==> config.mk <==
export PLATFORM = sky130hd
export DESIGN_NAME = multicycle_controller
export DESIGN_NICKNAME = d
export VERILOG_FILES = /design/src/rtl/multicycle_controller.sv
export SDC_FILE = /design/constraint.sdc
export NUM_CORES = 1
export LEC_CHECK = 0
export BUFFER_PORTS_ARGS = -buffer_cell sky130_fd_sc_hd__buf_4
export CORE_UTILIZATION = 40
export DETAILED_ROUTE_END_ITERATION = 16
export PLACE_DENSITY = 0.8
export SLEW_MARGIN = 20
export SYNTH_ARGS = -nofsm -noshare
export SYNTH_HDL_FRONTEND = slang
export SYNTH_SLANG_ARGS = --single-unit
export TNS_END_PERCENT = 1
==> constraint.sdc <==
create_clock -name clk -period 1.61 [get_ports clk]
set_clock_uncertainty 0.15 [all_clocks]
set_input_delay 0.2415 -clock clk [delete_from_list [all_inputs] [get_ports clk]]
set_output_delay 0.2415 -clock clk [all_outputs]
set_load 0.1 [all_outputs]
==> src/rtl/multicycle_controller.sv <==
// rtl/multicycle_controller.sv - RV32I multicycle main control FSM
// Sequences fetch/decode/execute/memory/writeback and drives ALU selects and datapath enables.
module multicycle_controller (
  input  logic       clk,
  input  logic       rst_n,
  input  logic [6:0] op,
  input  logic [2:0] funct3,
  input  logic       zero,
  input  logic       lt,
  input  logic       ltu,
  input  logic       mem_ready,
  output logic       mem_req,
  output logic       mem_write,
  output logic       adr_src,
  output logic       ir_write,
  output logic       pc_write,
  output logic       reg_write,
  output logic [1:0] result_src,
  output logic [1:0] alu_src_a,
  output logic [1:0] alu_src_b,
  output logic [1:0] alu_op,
  output logic [2:0] imm_src,
  output logic       illegal,
  output logic       retire
);

  localparam logic [3:0] S_FETCH     = 4'd0;
  localparam logic [3:0] S_DECODE    = 4'd1;
  localparam logic [3:0] S_MEMADR    = 4'd2;
  localparam logic [3:0] S_MEMREAD   = 4'd3;
  localparam logic [3:0] S_MEMWB     = 4'd4;
  localparam logic [3:0] S_MEMWRITE  = 4'd5;
  localparam logic [3:0] S_EXECR     = 4'd6;
  localparam logic [3:0] S_EXECI     = 4'd7;
  localparam logic [3:0] S_LUI       = 4'd8;
  localparam logic [3:0] S_AUIPC     = 4'd9;
  localparam logic [3:0] S_ALUWB     = 4'd10;
  localparam logic [3:0] S_BRANCH    = 4'd11;
  localparam logic [3:0] S_JAL       = 4'd12;
  localparam logic [3:0] S_JALR      = 4'd13;
  localparam logic [3:0] S_JALR_LINK = 4'd14;
  localparam logic [3:0] S_ILLEGAL   = 4'd15;

  localparam logic [6:0] OP_LOAD   = 7'b0000011;
  localparam logic [6:0] OP_STORE  = 7'b0100011;
  localparam logic [6:0] OP_R      = 7'b0110011;
  localparam logic [6:0] OP_I      = 7'b0010011;
  localparam logic [6:0] OP_BRANCH = 7'b1100011;
  localparam logic [6:0] OP_JAL    = 7'b1101111;
  localparam logic [6:0] OP_JALR   = 7'b1100111;
  localparam logic [6:0] OP_LUI    = 7'b0110111;
  localparam logic [6:0] OP_AUIPC  = 7'b0010111;

  logic [3:0] state;
  logic [3:0] state_next;
  logic       branch_taken;
  logic       branch_bad;

  always_ff @(posedge clk or negedge rst_n) begin
    if (!rst_n) begin
      state   <= S_FETCH;
      illegal <= 1'b0;
    end else begin
      state <= state_next;
      if (state_next == S_ILLEGAL) begin
        illegal <= 1'b1;
      end
    end
  end

  always_comb begin
    branch_bad   = 1'b0;
    branch_taken = 1'b0;
    case (funct3)
      3'b000:  branch_taken = zero;
      3'b001:  branch_taken = !zero;
      3'b100:  branch_taken = lt;
      3'b101:  branch_taken = !lt;
      3'b110:  branch_taken = ltu;
      3'b111:  branch_taken = !ltu;
      default: branch_bad   = 1'b1;
    endcase
  end

  always_comb begin
    state_next = state;
    case (state)
      S_FETCH:    if (mem_ready) state_next = S_DECODE;
      S_DECODE: begin
        case (op)
          OP_LOAD, OP_STORE: state_next = S_MEMADR;
          OP_R:              state_next = S_EXECR;
          OP_I:              state_next = S_EXECI;
          OP_BRANCH:         state_next = S_BRANCH;
          OP_JAL:            state_next = S_JAL;
          OP_JALR:           state_next = S_JALR;
          OP_LUI:            state_next = S_LUI;
          OP_AUIPC:          state_next = S_AUIPC;
          default:           state_next = S_ILLEGAL;
        endcase
      end
      // op[5] separates store (0100011) from load (0000011)
      S_MEMADR:    state_next = op[5] ? S_MEMWRITE : S_MEMREAD;
      S_MEMREAD:   if (mem_ready) state_next = S_MEMWB;
      S_MEMWB:     state_next = S_FETCH;
      S_MEMWRITE:  if (mem_ready) state_next = S_FETCH;
      S_EXECR:     state_next = S_ALUWB;
      S_EXECI:     state_next = S_ALUWB;
      S_LUI:       state_next = S_ALUWB;
      S_AUIPC:     state_next = S_ALUWB;
      S_ALUWB:     state_next = S_FETCH;
      S_BRANCH:    state_next = branch_bad ? S_ILLEGAL : S_FETCH;
      S_JAL:       state_next = S_ALUWB;
      S_JALR:      state_next = S_JALR_LINK;
      S_JALR_LINK: state_next = S_FETCH;
      S_ILLEGAL:   state_next = S_ILLEGAL;
      default:     state_next = S_FETCH;
    endcase
  end

  always_comb begin
    mem_req    = 1'b0;
    mem_write  = 1'b0;
    adr_src    = 1'b0;
    ir_write   = 1'b0;
    pc_write   = 1'b0;
    reg_write  = 1'b0;
    result_src = 2'b00;
    alu_src_a  = 2'b00;
    alu_src_b  = 2'b00;
    alu_op     = 2'b00;
    retire     = 1'b0;
    case (state)
      S_FETCH: begin
        mem_req    = 1'b1;
        alu_src_b  = 2'b10;
        result_src = 2'b10;
        // state is forced to FETCH while in reset; keep the enables quiet then
        if (mem_ready && rst_n) begin
          ir_write = 1'b1;
          pc_write = 1'b1;
        end
      end
      S_DECODE: begin
        alu_src_a = 2'b01;
        alu_src_b = 2'b01;
      end
      S_MEMADR: begin
        alu_src_a = 2'b10;
        alu_src_b = 2'b01;
      end
      S_MEMREAD: begin
        mem_req = 1'b1;
        adr_src = 1'b1;
      end
      S_MEMWB: begin
        result_src = 2'b01;
        reg_write  = 1'b1;
        retire     = 1'b1;
      end
      S_MEMWRITE: begin
        mem_req   = 1'b1;
        mem_write = 1'b1;
        adr_src   = 1'b1;
        retire    = mem_ready;
      end
      S_EXECR: begin
        alu_src_a = 2'b10;
        alu_src_b = 2'b00;
        alu_op    = 2'b10;
      end
      S_EXECI: begin
        alu_src_a = 2'b10;
        alu_src_b = 2'b01;
        alu_op    = 2'b10;
      end
      S_LUI: begin
        alu_src_a = 2'b11;
        alu_src_b = 2'b01;
      end
      S_AUIPC: begin
        alu_src_a = 2'b01;
        alu_src_b = 2'b01;
      end
      S_ALUWB: begin
        reg_write = 1'b1;
        retire    = 1'b1;
      end
      S_BRANCH: begin
        alu_src_a = 2'b10;
        alu_src_b = 2'b00;
        alu_op    = 2'b01;
        pc_write  = branch_taken && !branch_bad;
        retire    = !branch_bad;
      end
      S_JAL: begin
        alu_src_a = 2'b01;
        alu_src_b = 2'b10;
        pc_write  = 1'b1;
      end
      S_JALR: begin
        alu_src_a  = 2'b10;
        alu_src_b  = 2'b01;
        result_src = 2'b10;
        pc_write   = 1'b1;
      end
      S_JALR_LINK: begin
        alu_src_a  = 2'b01;
        alu_src_b  = 2'b10;
        result_src = 2'b10;
        reg_write  = 1'b1;
        retire     = 1'b1;
      end
      default: ;
    endcase
  end

  always_comb begin
    case (op)
      OP_LOAD, OP_JALR, OP_I: imm_src = 3'b000;
      OP_STORE:               imm_src = 3'b001;
      OP_BRANCH:              imm_src = 3'b010;
      OP_JAL:                 imm_src = 3'b011;
      OP_LUI, OP_AUIPC:       imm_src = 3'b100;
      default:                imm_src = 3'b000;
    endcase
  end

endmodule

==> impl_metrics.toml, run 1 <==
[floorplanning]
io_pins = 35
num_rows = 15
dieWidth_um = 46.95
die_h_um = 46.95
start_util = 0.4486

[clock_tree]
numCtsBuffers = 3
clockBufferDepth = 2
cts_sinks = 5
cts_htree_levels = 1
cts_root_buf = "clkbuf_4"

[placement]
dp_hpwl_um = 2191
io_buffers = 34
placed_cells = 177
dpl_cell_area_um2 = 1385
place.gp.congestion = 0.8306

[logic_synthesis]
syn_area_um2 = 808.3
ys_warn_count = 0
yosys.area.top_type_share = 0.1548
synth_fp_nets = 116
syn_inst = 100
synth-seq-area-share = 0.1548
ys_ff_latch = 5
ys_async_sr_fraction = 1.000
synth_ff_type = "dfrtp_1"
synth_commonest_cells = "a21oi_1 (6), nand2_1 (6), nor2_1 (6), dfrtp_1 (5)"
yosysUniqueCellTypes = 45
synth.avg_cell_area_um2 = 8.083
synth_enable_flop_cells = 0
netlist_top_cells_area = "dfrtp_1 (15%), nand3b_4 (5.0%), a21oi_1 (3.7%)"
yosysTopAreaCell = "dfrtp_1"

[outcome]
tool.error = "[ERROR DPL-0033] detailed placement checks failed during check placement."
last-stage-reached = "global routing"
status = "aborted with a tool error"

[timing]
worst_endpoint_kind = "primary output"
grt-worst-endpoint = "retire"

[grt]
grt_max_degree = 11
antenna_found_initial = 0
## stage by stage
| stage | setup TNS [ps] | utilization | setup slack, ps | hold slack, ps |
|---|---|---|---|---|
| floorplan | -4874 | - | -506.8 | -204.1 |
| global placement | -1421 | 0.7688 | -189.6 | -100.9 |
| detailed placement | -2140 | 0.7688 | -280.6 | -98.21 |
| CTS | -4220 | 0.8972 | -382.1 | 236.8 |
## timing repair
| action | in CTS |
|---|---|
| gates resized for setup | 45 |
| buffers inserted | 2 |
| pin swaps | 2 |
| endpoints found under the hold margin | 5 |
| endpoints found under the setup margin | 17 |
| hold buffers | 1 |
## kinds of logic after synthesis
group                     count (synthesis)  share of synthesized area
AOI/OAI and AO/OA                        32                     0.2910
xor gates and xnor gates                  4                    0.04335
muxes                                     3                    0.03715
and+or+nand+nor                          43                     0.3700
DFF                                       5                     0.1548
buffers and inverters                    13                     0.1037
==> run 2, diff against run 1 <==
- CORE_AREA: unset -> 2 2 63 65
- CORE_UTILIZATION: 40 -> unset
- DIE_AREA: unset -> 0 0 65 67
- PLACE_DENSITY: 0.8 -> unset
- PLACE_DENSITY_LB_ADDON: unset -> 0.15
- clock period: 1.61 -> 2.1 ns (I/O delays scaled with it)
==> run 2 against run 1 <==
The flow now finishes without violations. Synthesized cell count did not move. Area after synthesis did not move.
==> impl_metrics.toml, run 2 <==
[clock_tree]
cts_sinks = 5
clockBufferDepth = 2
cts_htree_levels = 1
cts_tree = "yes"
cts_root_buf = "clkbuf_8"
clk_latency_ps = 220
postCtsSetupBuffers = 0
clk_pin_slew_ps = 40
numCtsBuffers = 3

[logic_synthesis]
synth_fp_nets = 116
synth_enable_flop_cells = 0
synth-seq-area-share = 0.1548
yosys.area.top_type_share = 0.1548
synth_commonest_cells = "a21oi_1 (6), nand2_1 (6), nor2_1 (6), dfrtp_1 (5)"
syn_inst = 100
ys_warn_count = 0
ys_async_sr_fraction = 1.000
ys_ff_latch = 5
synth.avg_cell_area_um2 = 8.083
synth_ff_type = "dfrtp_1"
yosysTopAreaCell = "dfrtp_1"
yosysUniqueCellTypes = 45
syn_area_um2 = 808.3
netlist_top_cells_area = "dfrtp_1 (15%), nand3b_4 (5.0%), a21oi_1 (3.7%)"

[cells_and_area]
num_antenna_cells = 0
fin_area_um2 = 1374
layout-drive-gt1-share = 0.5603
largest_register_ffs = 4
final_cell_mix = "buf_4 (38), nand2_1 (6), buf_6 (5)"
multi_input_area_um2 = 718.2
utilization = 0.3810
reg_top3 = "state: 4 flops, illegal: 1 flops"
syn2layout_area_growth_pct = 69.97
fill_cells = 390
nNetsFinal = 158
seq_area_um2 = 127.6
largest-register = "state"
final_common_cell = "buf_4"

[routing]
drc_errors = 0
first_pass_iters = 3
drtIter0Drc = 48
viasPerCell = 4.746
wire_per_inst_um = 12.68
routed_wl_um = 2397
vias = 897
ant_nets = 0

[timing]
final-setup-viol-count = 0
tightest_slew_ps = 359.6
fmax_ghz = 0.4772
hold_ws_ps = 284.2
period_needed_ps = 2096
hold_viol_final = 0
timing.final.max_slew_violations = 0
rsz0062_at_grt = "yes"
max_slew_margin = 0.7584
fin_crit_sh = 0.9980

[worst_hold_path]
hp-class = "in -> async"

[grt]
grt_pass1_wl_um = 4008
overflow = 0
gr-usage-met2 = 0.1817
first_global_vias = 857
grt_max_degree = 14
grt_use_met1 = 0.1611
antenna_found_initial = 0
grtUsageTotal = 0.1152
grt_busiest_layer = "met2"
grt_use_met3 = 0.02365

[placement]
place.gp.congestion = 0.7423
dpl_cell_area_um2 = 1259
dp_hpwl_um = 1977
io_buffers = 34

[floorplanning]
dieWidth_um = 65
die_area_um2 = 4355
start_util = 0.2241
num_rows = 22
die_h_um = 67
design.core.area_um2 = 3606
io_pins = 35

[critical_path]
path_class = "reg -> out"
rr_worst_depth = 6
cp.required_ps = 1630
ff2ff_setup_slack_ps = 340
cp_data_arrival_time_ps = 1630
r2r-end = "illegal"
cp_max_fo = 7
crit_end = "retire"
cp-start-kind = "register"
worstSetupStartpoint = "state[2]"
worstReg2RegStart = "state[1]"
end_kind = "output pin"

[job]
drv_cap = 0

[outcome]
status = "completed"
-- run 2: cell counts after synthesis --
Identical to the previous run, type by type.
-- run 2: worst min path at each step --
stage | cells after the start | startpoint | end
global placement | 1 | rst_n | illegal
floorplan | 0 | rst_n | illegal
detailed placement | 1 | rst_n | illegal
global route | 2 | rst_n | illegal
CTS | 2 | rst_n | illegal
finish | 2 | rst_n | illegal
-- run 2: worst max-delay path: stages, from the launching register on --
cell     delay, ps
dfrtp_2        450
buf_4          170
nand2_1        120
nor2_4          60
a221o_4        420
buf_6          190
-- run 2: logic make-up (layout without fill, tap and decap cells) --
family / count (synthesis) / in the layout / synth area share
DFF: 5 / 5 / 0.1548
muxes: 3 / 3 / 0.03715
xor gates and xnor gates: 4 / 4 / 0.04335
buffers and inverters: 13 / 54 / 0.1037
AOI/OAI and AO/OA: 32 / 32 / 0.2910
and+or+nand+nor: 43 / 43 / 0.3700
-- run 2: routing by layer --
layer  part of all wire  up-vias
li1                   -      452
met1               0.48      429
met2               0.48       16
met3              0.036        0
met4                  0        0
met5                  0        -
-- run 2: area by class of cell --
class | count | share of cell area
Timing Repair Buffer | 47 | 0.2996
Sequential cell | 5 | 0.09290
Clock buffer | 4 | 0.03279
Tap cell | 48 | 0.04372
Inverter | 3 | 0.008197
Multi-Input combinational cell | 82 | 0.5228
-- run 2: what timing repair did --
action                     CTS  global route
setup endpoints to repair    7             6
hold endpoints to repair     5             0
gates resized for setup      9             6
hold buffers                 1             0
-- run 2: stage by stage --
step / setup TNS, ps / std cells / setup slack, ps
6_report: 0 / 189 / 4.254
5_1_grt: -120.2 / 189 / -48.92
4_1_cts: -12.46 / 189 / -11.40
3_5_place_dp: 0 / 184 / 105.5
3_3_place_gp: 0 / 184 / 131.7
2_1_floorplan: -1842 / 100 / -295.0
Power of run 2 is not shown: default switching activity piles up to over one toggle a cycle in this logic, so the estimate is an artifact.
